File: src/rtl/mips_mcp_pkg.sv
// Shared encodings for the multi-cycle MIPS control: states, opcodes, functs and mux selects.
// Pure constants and types; no timing or flow control of its own.
package mips_mcp_pkg;

  typedef enum logic [3:0] {
    FETCH  = 4'd0,
    DECODE = 4'd1,
    MEMADR = 4'd2,
    MEMRD  = 4'd3,
    MEMWB  = 4'd4,
    MEMWR  = 4'd5,
    RTYPE  = 4'd6,
    ALUWB  = 4'd7,
    ADDI   = 4'd8,
    BRANCH = 4'd9,
    JUMP   = 4'd10,
    JAL    = 4'd11,
    JR     = 4'd12,
    TRAP   = 4'd15
  } state_t;

  localparam logic [5:0] OP_RTYPE = 6'h00;
  localparam logic [5:0] OP_J     = 6'h02;
  localparam logic [5:0] OP_JAL   = 6'h03;
  localparam logic [5:0] OP_BEQ   = 6'h04;
  localparam logic [5:0] OP_BNE   = 6'h05;
  localparam logic [5:0] OP_ADDI  = 6'h08;
  localparam logic [5:0] OP_LW    = 6'h23;
  localparam logic [5:0] OP_SW    = 6'h2B;

  localparam logic [5:0] FN_JR  = 6'h08;
  localparam logic [5:0] FN_ADD = 6'h20;
  localparam logic [5:0] FN_SUB = 6'h22;
  localparam logic [5:0] FN_AND = 6'h24;
  localparam logic [5:0] FN_OR  = 6'h25;
  localparam logic [5:0] FN_NOR = 6'h27;
  localparam logic [5:0] FN_SLT = 6'h2A;

  localparam logic [3:0] ALU_AND = 4'b0000;
  localparam logic [3:0] ALU_OR  = 4'b0001;
  localparam logic [3:0] ALU_ADD = 4'b0010;
  localparam logic [3:0] ALU_SUB = 4'b0110;
  localparam logic [3:0] ALU_SLT = 4'b0111;
  localparam logic [3:0] ALU_NOR = 4'b1100;

  localparam logic [1:0] PC_ALU    = 2'b00;
  localparam logic [1:0] PC_ALUOUT = 2'b01;
  localparam logic [1:0] PC_JUMP   = 2'b10;
  localparam logic [1:0] PC_A      = 2'b11;

  localparam logic [1:0] SRCB_B   = 2'b00;
  localparam logic [1:0] SRCB_4   = 2'b01;
  localparam logic [1:0] SRCB_IMM = 2'b10;
  localparam logic [1:0] SRCB_BR  = 2'b11;

  localparam logic [1:0] DST_RT = 2'b00;
  localparam logic [1:0] DST_RD = 2'b01;
  localparam logic [1:0] DST_RA = 2'b10;

  localparam logic [1:0] M2R_ALU = 2'b00;
  localparam logic [1:0] M2R_MDR = 2'b01;
  localparam logic [1:0] M2R_PC  = 2'b10;

  localparam logic [1:0] FLT_NONE = 2'b00;
  localparam logic [1:0] FLT_ILL  = 2'b01;
  localparam logic [1:0] FLT_TMO  = 2'b10;

endpackage

File: src/rtl/mips_alu_decode.sv
// R-type funct to ALU control with a legality flag; purely combinational, zero latency.
// No flow control: the caller decides what an illegal funct means.
module mips_alu_decode
  import mips_mcp_pkg::*;
(
  input  logic [5:0] funct,
  output logic [3:0] alu_control,
  output logic       legal
);

  always_comb begin
    alu_control = ALU_ADD;
    legal       = 1'b1;
    case (funct)
      FN_ADD:  alu_control = ALU_ADD;
      FN_SUB:  alu_control = ALU_SUB;
      FN_AND:  alu_control = ALU_AND;
      FN_OR:   alu_control = ALU_OR;
      FN_NOR:  alu_control = ALU_NOR;
      FN_SLT:  alu_control = ALU_SLT;
      default: legal = 1'b0;
    endcase
  end

endmodule

File: src/rtl/mips_mcp_ctrl.sv
// Multi-cycle MIPS control FSM; outputs decode state and inputs in the same cycle.
// Memory states hold mem_req until mem_ready; a stalled access traps after MEM_TIMEOUT cycles.
module mips_mcp_ctrl
  import mips_mcp_pkg::*;
#(
  parameter int TIMEOUT_W   = 8,
  parameter int MEM_TIMEOUT = 255,
  parameter int EN_BNE      = 1,
  parameter int EN_JAL      = 1
) (
  input  logic       clk,
  input  logic       reset,
  input  logic [5:0] op,
  input  logic [5:0] funct,
  input  logic       zero,
  input  logic       mem_ready,
  output logic       mem_req,
  output logic       mem_we,
  output logic       iord,
  output logic       ir_write,
  output logic       mdr_write,
  output logic       pc_write,
  output logic [1:0] pc_src,
  output logic       alu_src_a,
  output logic [1:0] alu_src_b,
  output logic [3:0] alu_control,
  output logic [1:0] reg_dst,
  output logic [1:0] mem_to_reg,
  output logic       reg_write,
  output logic [1:0] fault,
  output logic [3:0] state
);

  localparam logic [TIMEOUT_W-1:0] TMO_LAST = TIMEOUT_W'(MEM_TIMEOUT - 1);

  state_t                st_q, st_d;
  logic [TIMEOUT_W-1:0]  wait_q;
  logic [1:0]            fault_q, fault_d;
  logic [3:0]            rt_alu;
  logic                  rt_legal;
  logic                  tmo_hit;

  mips_alu_decode u_alu_decode (
    .funct       (funct),
    .alu_control (rt_alu),
    .legal       (rt_legal)
  );

  assign tmo_hit = (MEM_TIMEOUT != 0) && (wait_q == TMO_LAST);
  assign state   = st_q;
  assign fault   = fault_q;

  always_ff @(posedge clk or posedge reset) begin
    if (reset) begin
      st_q    <= FETCH;
      wait_q  <= '0;
      fault_q <= FLT_NONE;
    end else begin
      st_q    <= st_d;
      fault_q <= fault_d;
      if (mem_req && !mem_ready && (st_d == st_q))
        wait_q <= wait_q + TIMEOUT_W'(1);
      else
        wait_q <= '0;
    end
  end

  always_comb begin
    st_d        = st_q;
    fault_d     = fault_q;
    mem_req     = 1'b0;
    mem_we      = 1'b0;
    iord        = 1'b0;
    ir_write    = 1'b0;
    mdr_write   = 1'b0;
    pc_write    = 1'b0;
    pc_src      = PC_ALU;
    alu_src_a   = 1'b0;
    alu_src_b   = SRCB_B;
    alu_control = ALU_AND;
    reg_dst     = DST_RT;
    mem_to_reg  = M2R_ALU;
    reg_write   = 1'b0;
    // Gating on reset lets mem_req fall the moment reset rises, mid-access included.
    if (!reset) begin
      case (st_q)
        FETCH: begin
          mem_req     = 1'b1;
          alu_src_b   = SRCB_4;
          alu_control = ALU_ADD;
          if (mem_ready) begin
            ir_write = 1'b1;
            pc_write = 1'b1;
            st_d     = DECODE;
          end
        end
        DECODE: begin
          alu_src_b   = SRCB_BR;
          alu_control = ALU_ADD;
          case (op)
            OP_LW, OP_SW: st_d = MEMADR;
            OP_RTYPE: begin
              if (funct != FN_JR)   st_d = RTYPE;
              else if (EN_JAL != 0) st_d = JR;
              else                  st_d = TRAP;
            end
            OP_BEQ:  st_d = BRANCH;
            OP_BNE:  st_d = (EN_BNE != 0) ? BRANCH : TRAP;
            OP_ADDI: st_d = ADDI;
            OP_J:    st_d = JUMP;
            OP_JAL:  st_d = (EN_JAL != 0) ? JAL : TRAP;
            default: st_d = TRAP;
          endcase
          if (st_d == TRAP) fault_d = FLT_ILL;
        end
        MEMADR: begin
          alu_src_a   = 1'b1;
          alu_src_b   = SRCB_IMM;
          alu_control = ALU_ADD;
          st_d        = (op == OP_SW) ? MEMWR : MEMRD;
        end
        MEMRD: begin
          mem_req = 1'b1;
          iord    = 1'b1;
          if (mem_ready) begin
            mdr_write = 1'b1;
            st_d      = MEMWB;
          end
        end
        MEMWB: begin
          reg_write  = 1'b1;
          mem_to_reg = M2R_MDR;
          st_d       = FETCH;
        end
        MEMWR: begin
          mem_req = 1'b1;
          mem_we  = 1'b1;
          iord    = 1'b1;
          if (mem_ready) st_d = FETCH;
        end
        RTYPE: begin
          alu_src_a   = 1'b1;
          alu_control = rt_alu;
          if (rt_legal) st_d = ALUWB;
          else begin
            st_d    = TRAP;
            fault_d = FLT_ILL;
          end
        end
        ALUWB: begin
          // IR is still loaded, so op tells R-type and addi apart without extra state.
          reg_write = 1'b1;
          reg_dst   = (op == OP_RTYPE) ? DST_RD : DST_RT;
          st_d      = FETCH;
        end
        ADDI: begin
          alu_src_a   = 1'b1;
          alu_src_b   = SRCB_IMM;
          alu_control = ALU_ADD;
          st_d        = ALUWB;
        end
        BRANCH: begin
          alu_src_a   = 1'b1;
          alu_control = ALU_SUB;
          pc_src      = PC_ALUOUT;
          pc_write    = (op == OP_BNE) ? !zero : zero;
          st_d        = FETCH;
        end
        JUMP: begin
          pc_src   = PC_JUMP;
          pc_write = 1'b1;
          st_d     = FETCH;
        end
        JAL: begin
          reg_dst    = DST_RA;
          mem_to_reg = M2R_PC;
          reg_write  = 1'b1;
          pc_src     = PC_JUMP;
          pc_write   = 1'b1;
          st_d       = FETCH;
        end
        JR: begin
          pc_src   = PC_A;
          pc_write = 1'b1;
          st_d     = FETCH;
        end
        TRAP: st_d = TRAP;
        default: st_d = TRAP;
      endcase
      // mem_ready in the same cycle completes the access instead of timing out.
      if (mem_req && !mem_ready && tmo_hit) begin
        st_d    = TRAP;
        fault_d = FLT_TMO;
      end
    end
  end

endmodule

File: config.mk
export PLATFORM = sky130hd
export DESIGN_NAME = mips_mcp_ctrl
export DESIGN_NICKNAME = d
export VERILOG_FILES = /design/src/rtl/mips_mcp_pkg.sv /design/src/rtl/mips_alu_decode.sv /design/src/rtl/mips_mcp_ctrl.sv
export SDC_FILE = /design/constraint.sdc
export NUM_CORES = 1
export LEC_CHECK = 0
export CAP_MARGIN = 20
export CORE_UTILIZATION = 50
export CTS_CLUSTER_SIZE = 8
export DETAILED_ROUTE_END_ITERATION = 10
export DONT_BUFFER_PORTS = 1
export HOLD_SLACK_MARGIN = 0.15
export PLACE_DENSITY = 0.74
export RECOVER_POWER = 25
export SLEW_MARGIN = 30
export SYNTH_ARGS = -nofsm -noshare
export SYNTH_HDL_FRONTEND = slang
export SYNTH_SLANG_ARGS = --single-unit
File: constraint.sdc
create_clock -name clk -period 2.7 [get_ports clk]
set_clock_uncertainty 0.05 [all_clocks]
set_input_delay 0.54 -clock clk [delete_from_list [all_inputs] [get_ports clk]]
set_output_delay 0.54 -clock clk [all_outputs]
set_load 0.1 [all_outputs]
==> flow_metrics.env, run 1 <==
export IMPL_timing_reg2reg_setup_slack_ns=0.14
export IMPL_cts_tree="done"
export IMPL_detail_route_drc_violations=0
export IMPL_clock_sink_count=14
export IMPL_violation_count_after_the_first_detailed_route_iteration=34
export IMPL_yosys_most_used_dff="dfrtp_1"
export IMPL_highest_count_cells_in_the_layout_ignoring_fill_and_taps="21 x buf_4, 20 x nor2_1, 11 x nand2_1, 10 x dfrtp_1, 9 x inv_1"
export IMPL_drt_total_wl_um=3770
export IMPL_yosysWarningCount=0
export IMPL_cts_max_path_buffers=2
export IMPL_placement_rows=18
export IMPL_synth_xor_area_share_pct=5.85
export IMPL_grt_antenna_before_repair=0
export IMPL_avgViaCountPerCell=6.38
export IMPL_clk_pin_slew_ns=0.08
export IMPL_io_pin_count=42
export IMPL_postSynthAreaPerCell_um2=7.93
export IMPL_placed_cells_incl_taps=217
export IMPL_critical_path_class="input port to primary output"
export IMPL_status="complete, but fails checks"
export IMPL_first_pass_grt_wire_length_um=5800
export IMPL_floorplan_core_area_um2=2520
export IMPL_ys_seq_area_share_pct=26.0
export IMPL_post_route_util_pct=74.9
export IMPL_drive_above_1_share_pct=35.0
export IMPL_worst_setup_path_start_kind="input port"
export IMPL_netlist_area_leader_share_pct=26.0
export IMPL_effective_utilization_at_floorplan_pct=53.4
export IMPL_synth_compound_gate_area_share_pct=24.5
export IMPL_clockRootBuffer="clkbuf_4"
export IMPL_timing_max_cap_violations=0
export IMPL_grt_max_degree=21
export IMPL_slew_headroom_pct=31.8
export IMPL_top_usage_layer="met2"
export IMPL_synthesis_nets=188
export IMPL_synth_simple_gate_area_share_pct=29.1
export IMPL_violations="negative setup slack"
export IMPL_clk_latency_ns=0.27
export IMPL_port_buffer_count=0
export IMPL_synth_cells=170
export IMPL_gr_usage_met2_pct=48.8
export IMPL_detail_route_wl_per_cell_um=16.6
export IMPL_share_of_synthesized_area_spent_on_multiplexers_pct=2.32
export IMPL_chipWidth_um=53.9
export IMPL_pwr_density_cell_nw_per_um2=1220
export IMPL_groute_layer_met3_usage_pct=5.65
export IMPL_finalWeightedCongestion=0.898
export IMPL_htree_levels=1
export IMPL_timing_fmax_ghz=0.353
export IMPL_unrepaired_setup_endpoints_after_global_routing="true"
export IMPL_total_leakage_power_uw=0.000729
export IMPL_min_delay_path_class="input port to flop"
export IMPL_total_global_route_track_usage_pct=27.4
export IMPL_asyncSetResetFlopFracSynth_pct=100
export IMPL_postRouteAntennaNets=0
export IMPL_cp_data_required_time_ns=2.11
export IMPL_layout_commonest_cell="buf_4"
export IMPL_setup_violations_final=1
export IMPL_layout_net_count=216
export IMPL_layout_min_cycle_time_ns=2.84
export IMPL_hold_path_cell_count=1
export IMPL_grt_util_met1_pct=32.8
export IMPL_insertedDiodeCount=0
export IMPL_area_growth_synth_to_final_pct=40.2
export IMPL_overflow=0
export IMPL_die_height_um=53.9
export IMPL_yosys_area_share_adder_pct=1.86
export IMPL_synth_top_family_by_area="simple AND/OR/NAND/NOR gates"
export IMPL_vdd_drop_max_mv=0.877
export IMPL_timing_final_crit_share_pct=105
export IMPL_path_max_fanout=8
export IMPL_synth_area_um2=1350
export IMPL_netlist_top_cell_by_area="dfrtp_1"
export IMPL_cts_made_buffers=3
export IMPL_synth_lib_cells_used_distinct=47
export IMPL_hold_viol_final=0
export IMPL_vias_after_detailed_routing=1449
export IMPL_synth_area_top_cells="dfrtp_1 26%, nor2_1 7.5%, clkbuf_8 5.1%, xor2_1 4.5%, nand2_1 3.3%"
export IMPL_slew_at_the_pin_closest_to_its_max_slew_limit_ns=1.02
export IMPL_worstPathArrival_ns=2.25
export IMPL_fill_cell_count=185
export IMPL_dp_hpwl_um=2820
export IMPL_firstDrtPassIters=4
export IMPL_stdcell_count=227
export IMPL_number_of_synthesized_flops_with_an_enable_pin=0
export IMPL_postSynthRegisterBits=14
export IMPL_ff2ff_path_depth=5
export IMPL_design_die_area_um2=2910
export IMPL_postLayoutSetupSlackWorst_ns=-0.136
export IMPL_end_kind="primary output"
export IMPL_number_of_global_route_vias_before_repair=1300
export IMPL_drv_slew=0
## metrics by stage
stage          TNS (ns)  cell area (um2)  total power [uW]  hold slack, ns  worst slack (ns)
2_1_floorplan    -0.668             1610              1900           0.443            -0.507
3_3_place_gp     -0.124             1800              2060           0.426            -0.124
3_5_place_dp     -0.135             1800              2090           0.433            -0.135
4_1_cts          -0.135             1840              2210           0.283            -0.135
5_1_grt          -0.185             1890              2410           0.275            -0.176
6_report         -0.136             1890              2300           0.293            -0.136
## cell type report
class	count	area [um2]	area share, %
inverters	10	37.5	1.99
clock buffers	4	26.3	1.39
well taps	30	37.5	1.99
flip-flops and latches	14	363	19.2
multi-input cells	136	1060	56.3
repair buffers	33	362	19.1
## Yosys cell counts (2+ instances only)
cell type and number:
nor3_1 7, a31o_2 3, a221oi_1 2, a32oi_1 4
nor2_1 27, a41oi_1 2, dfrtp_1 14, xnor2_1 2
a211oi_1 2, nand2_1 12, or4_1 2, inv_1 9
nor4_1 3, o21a_1 2, a31oi_1 4, ha_1 2
nor2b_1 3, nand2b_1 5, mux2i_1 2, clkbuf_8 5
and3_1 2, a21oi_1 6, o211ai_1 2, buf_4 2
clkbuf_1 2, o311ai_0 3, xor2_1 7, nand3_1 7
o21ai_0 5, nand4_1 3, o31a_1 2, nand3b_1 2
## what timing repair did
action                                 4_1_cts  5_1_grt
endpoints found under the hold margin       14        0
setup buffers                                0        5
resized for setup                            0        4
pin swaps                                    0        1
hold buffers                                 1        0
setup endpoints to repair                    1        2
## path summary, 6_finish.rpt
check	from	to
max reg2reg	state[1]	wait_q[3]
max	op[1]	pc_write
min reg2reg	wait_q[0]	wait_q[0]
min in group asynchronous	reset	state[1]
max in group asynchronous	reset	state[0]
min	reset	state[3]
## worst max-delay path: stages
cell      delay, ns
or4b_4         0.51
or4_1          0.48
a31oi_1        0.18
a311oi_2       0.08
a211oi_4       0.24
buf_12         0.21
## cell families after synthesis
family | Yosys count
AOI/OAI and AO/OA | 44
buffers and inverters | 20
and+or+nand+nor | 78
muxes | 3
adders and majority gates | 2
xor gates and xnor gates | 9
DFF | 14
## state kept, by name, indices dropped and copies added, names as in the netlist
| signal | flops |
|---|---|
| fault | 2 |
| state | 4 |
| wait_q | 8 |
## metal layers
| metal | share of wire, % | up-vias |
|---|---|---|
| li1 | - | 688 |
| met1 | 39 | 690 |
| met2 | 53 | 65 |
| met3 | 6.6 | 6 |
| met4 | 0.77 | 0 |
| met5 | 0 | - |
## report_power, final
part / leakage, uW / switching, uW / internal [uW]
clock: 0.0000150 / 61.2 / 57.3
combinational: 0.000537 / 1220 / 500
sequential: 0.000177 / 199 / 268
total: 0.000729 / 1480 / 826
Power figures use the tool's default switching activity.
==> inputs of run 2 (changes only) <==
Settings changed: DONT_BUFFER_PORTS 1 to unset, PLACE_DENSITY 0.74 to 0.94.
Clock period 2.7 ns to 3.3 ns, I/O delays scaled along.
==> flow_metrics.env, run 2 (synthesis results as in run 1) <==
export IMPL_postCtsSetupRepairBufs=0
export IMPL_vdd_drop_max_mv=1.05
export IMPL_path_cells="clkbuf_2, or4b_4, or4_1, a31oi_1, a311oi_2, a211oi_4, buf_12"
export IMPL_stdcell_count=242
export IMPL_postRouteAntennaNets=0
export IMPL_worstPathArrival_ns=2.49
export IMPL_largest_register_ff_count=8
export IMPL_pwr_density_cell_nw_per_um2=899
export IMPL_effective_utilization_at_floorplan_pct=53.4
export IMPL_grt_antenna_before_repair=0
export IMPL_reg2reg_to="state[1]"
export IMPL_cp_bufs_invs=2
export IMPL_min_to="fault[0]"
export IMPL_clockRootBuffer="clkbuf_4"
export IMPL_report_power_total_uw=1860
export IMPL_timing_fmax_ghz=0.313
export IMPL_overflow=0
export IMPL_chipWidth_um=53.9
export IMPL_port_buffer_count=41
export IMPL_hold_path_cell_count=2
export IMPL_area_growth_synth_to_final_pct=53.8
export IMPL_vias_after_detailed_routing=1525
export IMPL_drt_total_wl_um=3860
export IMPL_highest_count_cells_in_the_layout_ignoring_fill_and_taps="24 x nor2_1, 20 x buf_12, 13 x buf_4, 12 x nand2_1, 11 x clkdlybuf4s50_1"
export IMPL_slew_at_the_pin_closest_to_its_max_slew_limit_ns=0.663
export IMPL_min_delay_start="fault[0]"
export IMPL_largest_stage_delay_on_the_critical_path_ns=0.54
export IMPL_timing_critical_path_depth=7
export IMPL_detail_route_drc_violations=0
export IMPL_reg2reg_start="state[1]"
export IMPL_htree_levels=1
export IMPL_clk_pin_slew_ns=0.07
export IMPL_first_pass_grt_wire_length_um=6270
export IMPL_firstDrtPassIters=4
export IMPL_cts_made_buffers=3
export IMPL_cts_tree="done"
export IMPL_grt_max_degree=23
export IMPL_cp_data_required_time_ns=2.59
export IMPL_clk_latency_ns=0.28
export IMPL_layout_net_count=232
export IMPL_cts_max_path_buffers=2
export IMPL_design_die_area_um2=2910
export IMPL_tns_ns=0
export IMPL_io_pin_count=42
export IMPL_timing_reg2reg_setup_slack_ns=1.19
export IMPL_unrepaired_setup_endpoints_after_global_routing="false"
export IMPL_timing_final_crit_share_pct=96.8
export IMPL_status="completed"
export IMPL_placed_cells_incl_taps=239
export IMPL_post_route_util_pct=82.1
export IMPL_number_of_global_route_vias_before_repair=1375
export IMPL_dp_hpwl_um=3050
export IMPL_total_leakage_power_uw=0.000800
export IMPL_layout_commonest_cell="nor2_1"
export IMPL_total_global_route_track_usage_pct=29.9
export IMPL_hold_viol_final=0
export IMPL_die_height_um=53.9
export IMPL_finalWeightedCongestion=0.803
export IMPL_path_max_fanout=3
export IMPL_critical_path_top_delay_family="simple AND/OR/NAND/NOR gates"
export IMPL_avgViaCountPerCell=6.30
export IMPL_placement_rows=18
export IMPL_largest_register="wait_q"
export IMPL_end_kind="primary output"
export IMPL_min_delay_path_class="flop to flop"
export IMPL_layout_min_cycle_time_ns=3.20
export IMPL_ff2ff_path_depth=5
export IMPL_worst_setup_path_start_kind="input port"
export IMPL_clock_sink_count=14
export IMPL_setup_violations_final=0
export IMPL_crit_path_top_delay_cell="or4b_4"
export IMPL_drive_above_1_share_pct=32.1
export IMPL_insertedDiodeCount=0
export IMPL_violation_count_after_the_first_detailed_route_iteration=65
export IMPL_detail_route_wl_per_cell_um=15.9
export IMPL_drv_slew=0
export IMPL_timing_max_cap_violations=0
export IMPL_floorplan_core_area_um2=2520
export IMPL_slew_headroom_pct=55.2
export IMPL_critical_path_class="input port to primary output"
-- run 2: cell types whose count changed in the layout (fill, tap and decap cells not counted), sizes merged --
cell | previous run | this run
clkdlybuf4s50 | 0 | 11
clkbuf | 5 | 8
buf | 31 | 33
dlygate4sd3 | 1 | 0
-- run 2: per-layer routing --
layer	global-route usage (%)	vias to the layer above	part of all wire, %
met3	3.95	11	7.7
met5	0	-	0
met1	37.2	716	38
met4	12.3	0	1.9
li1	-	716	-
met2	51.4	82	52
-- run 2: power by group --
| part | switching, uW | internal, uW |
|---|---|---|
| Sequential | 159 | 214 |
| Combinational | 966 | 431 |
| Clock | 49.2 | 42.3 |
| Total | 1170 | 688 |
-- run 2: layout make-up --
type	count	area, um2
tap	30	37.5
inverter	10	37.5
clock buffer	3	22.5
multi-input combinational	136	985
fill	162	450
timing repair buffer	49	632
sequential	14	358
-- run 2: tightest hold or removal path: stages, from the launching register on --
cell and delay (ns):
dfrtp_1 0.40, inv_1 0.06, a21oi_1 0.05
-- run 2: worst max-delay path by stage --
| stage | to | startpoint |
|---|---|---|
| 6_report | pc_write | op[1] |
| 5_1_grt | pc_write | op[1] |
| 4_1_cts | pc_write | zero |
| 3_5_place_dp | pc_write | op[1] |
| 3_3_place_gp | pc_write | op[1] |
| 2_1_floorplan | alu_src_b[1] | state[1] |
-- run 2: what timing repair did --
item / 4_1_cts / 5_1_grt
endpoints found under the setup margin: 1 / 1
pin swaps: 5 / 5
gates resized for setup: 6 / 7
hold buffers: 0 / 0
hold endpoints to repair: 0 / 0
-- run 2: through the flow --
step	hold WS [ns]	worst slack, ns	cell area (um2)
after floorplan	0.443	-0.218	1480
after global placement	0.464	-0.213	2070
after detailed placement	0.484	-0.229	2070
after CTS	0.501	0.0220	2090
after global routing	0.530	0.0396	2070
final	0.501	0.104	2070
==> inputs of run 3 (changes only) <==
Settings changed: ABC_AREA set to 0, PLACE_DENSITY 0.94 to 0.92, SYNTH_HIERARCHICAL set to 1.
==> flow_metrics.env, run 3 <==
export IMPL_largest_register="wait_q"
export IMPL_placement_setup_worst_slack_ns=-0.0499
export IMPL_avgViaCountPerCell=6.18
export IMPL_largest_register_ff_count=8
export IMPL_placed_cells_incl_taps=263
export IMPL_number_of_synthesized_flops_with_an_enable_pin=0
export IMPL_postRouteAntennaNets=0
export IMPL_number_of_global_route_vias_before_repair=1538
export IMPL_cts_hold_fix_buffers=0
export IMPL_firstDrtPassIters=4
export IMPL_synth_area_um2=1480
export IMPL_floorplan_core_area_um2=2780
export IMPL_vdd_drop_max_mv=1.41
export IMPL_yosysWarningCount=6
export IMPL_insertedDiodeCount=0
export IMPL_unrepaired_setup_endpoints_after_global_routing="false"
export IMPL_grt_antenna_before_repair=0
export IMPL_hold_viol_final=0
export IMPL_overflow=0
export IMPL_cp_data_required_time_ns=2.59
export IMPL_worstPathArrival_ns=2.40
export IMPL_effective_utilization_at_floorplan_pct=53.4
export IMPL_cts_max_path_buffers=2
export IMPL_htree_levels=1
export IMPL_area_growth_synth_to_final_pct=50.7
export IMPL_cts_made_buffers=3
export IMPL_synth_simple_gate_area_share_pct=36.8
export IMPL_slew_at_the_pin_closest_to_its_max_slew_limit_ns=0.577
export IMPL_postLayoutSetupSlackWorst_ns=0.187
export IMPL_min_delay_path_class="flop to flop"
export IMPL_status="completed"
export IMPL_fill_cell_count=165
export IMPL_vias_after_detailed_routing=1649
export IMPL_io_pin_count=42
export IMPL_highest_count_cells_in_the_layout_ignoring_fill_and_taps="29 x nor2_1, 20 x buf_12, 15 x nand2_1, 13 x buf_4, 11 x o21ai_0"
export IMPL_yosys_most_used_dff="dfrtp_1"
export IMPL_synth_compound_gate_area_share_pct=23.4
export IMPL_layout_net_count=255
export IMPL_setup_violations_final=0
export IMPL_post_route_util_pct=80.4
export IMPL_drive_above_1_share_pct=29.7
export IMPL_postSynthRegisterBits=14
export IMPL_timing_max_cap_violations=0
export IMPL_timing_fmax_ghz=0.321
export IMPL_finalWeightedCongestion=0.845
export IMPL_layout_min_cycle_time_ns=3.11
export IMPL_detail_route_drc_violations=0
export IMPL_postSynthAreaPerCell_um2=7.65
export IMPL_first_pass_grt_wire_length_um=7070
export IMPL_clk_pin_slew_ns=0.07
export IMPL_detail_route_wl_per_cell_um=15.2
export IMPL_chipWidth_um=56.5
export IMPL_pwr_density_cell_nw_per_um2=866
export IMPL_synth_cells=194
export IMPL_multi_input_comb_area_um2=1130
export IMPL_die_height_um=56.5
export IMPL_dp_hpwl_um=3170
export IMPL_ys_top_cells_by_count="31 x nor2_1, 15 x nand2_1, 14 x dfrtp_1"
export IMPL_ys_seq_area_share_pct=23.6
export IMPL_critical_path_class="input port to primary output"
export IMPL_report_power_total_uw=1940
export IMPL_violation_count_after_the_first_detailed_route_iteration=98
export IMPL_synth_lib_cells_used_distinct=58
export IMPL_netlist_top_cell_by_area="dfrtp_1"
export IMPL_asyncSetResetFlopFracSynth_pct=100
export IMPL_timing_final_crit_share_pct=94.3
export IMPL_synthesis_nets=212
export IMPL_total_global_route_track_usage_pct=28.2
export IMPL_clock_sink_count=14
export IMPL_path_max_fanout=2
export IMPL_drt_total_wl_um=4060
export IMPL_total_leakage_power_uw=0.000871
export IMPL_synth_top_family_by_area="simple AND/OR/NAND/NOR gates"
export IMPL_grt_max_degree=27
export IMPL_worst_setup_path_start_kind="input port"
export IMPL_netlist_area_leader_share_pct=23.6
export IMPL_drv_slew=0
export IMPL_end_kind="primary output"
export IMPL_design_die_area_um2=3190
export IMPL_synth_area_top_cells="dfrtp_1 24%, nor2_1 7.8%, xor2_1 4.1%, nand2_1 3.8%, a21oi_1 3.7%"
export IMPL_placement_rows=19
export IMPL_yosys_area_share_adder_pct=1.69
export IMPL_layout_commonest_cell="nor2_1"
export IMPL_synth_xor_area_share_pct=5.31
export IMPL_share_of_synthesized_area_spent_on_multiplexers_pct=1.43
export IMPL_cts_tree="done"
export IMPL_clk_latency_ns=0.30
export IMPL_tns_ns=0
export IMPL_port_buffer_count=41
export IMPL_register_area_um2=355
export IMPL_dominant_cell_by_count_in_the_synthesized_netlist="nor2_1"
export IMPL_stdcell_count=267
export IMPL_slew_headroom_pct=61.5
export IMPL_clockRootBuffer="clkbuf_4"
[run 3: layout make-up]
cell class                 instances  share of cell area (%)
inverter                           4                   0.672
multi-input combinational        164                    50.6
clock buffer                       4                    1.62
timing repair buffer              50                    29.4
sequential                        14                    15.9
tap                               31                    1.73
[run 3: what timing repair did]
item                                    in CTS  in global routing
endpoints found under the setup margin       1                  1
setup buffers                                0                  0
pin swaps                                    2                  4
resized for setup                            5                  2
hold endpoints to repair                     0                  0
[run 3: cells by family after synthesis]
| logic type | after synthesis |
|---|---|
| flip-flops | 14 |
| buffers and inverters | 16 |
| multiplexers | 2 |
| AO/OA/AOI/OAI | 50 |
| adder cells (fa/ha/maj) | 2 |
| XOR/XNOR | 9 |
| AND/OR/NAND/NOR | 101 |
[run 3: worst max-delay path, cell delays in order]
cell           delay [ns]
dlygate4sd2_1        0.25
or4b_4               0.54
or3_4                0.34
a21oi_2              0.16
o21ai_2              0.09
a21oi_4              0.17
buf_12               0.19
[run 3: worst paths after layout]
path / slack, ns / cells after the start / end / start
max in group asynchronous: 1.74 / 3 / wait_q[4] / reset
setup / recovery: 0.19 / 7 / pc_write / op[1]
hold reg to reg: 0.49 / 1 / wait_q[0] / wait_q[0]
min in group asynchronous: 1.00 / 3 / state[1] / reset
setup reg to reg: 1.45 / 5 / state[2] / state[1]
hold / removal: 0.49 / 1 / wait_q[0] / wait_q[0]
[run 3: power breakdown]
| part | leakage (uW) | switching, uW | internal [uW] |
|---|---|---|---|
| combinational | 0.000670 | 964 | 458 |
| sequential | 0.000181 | 181 | 208 |
| clock | 0.0000210 | 59.1 | 67.4 |
[run 3: per-layer routing]
metal / GRT usage (%) / part of all wire [%]
met1: 35.2 / 42
met2: 46.4 / 51
met3: 6.68 / 4.8
met4: 11.8 / 2.2
met5: 0 / 0
[run 3: stage by stage]
step           hold WS, ns  instance area (um2)
2_1_floorplan        0.443                 1590
3_3_place_gp         0.473                 2190
3_5_place_dp         0.483                 2190
4_1_cts              0.493                 2240
5_1_grt              0.530                 2240
6_report             0.491                 2240
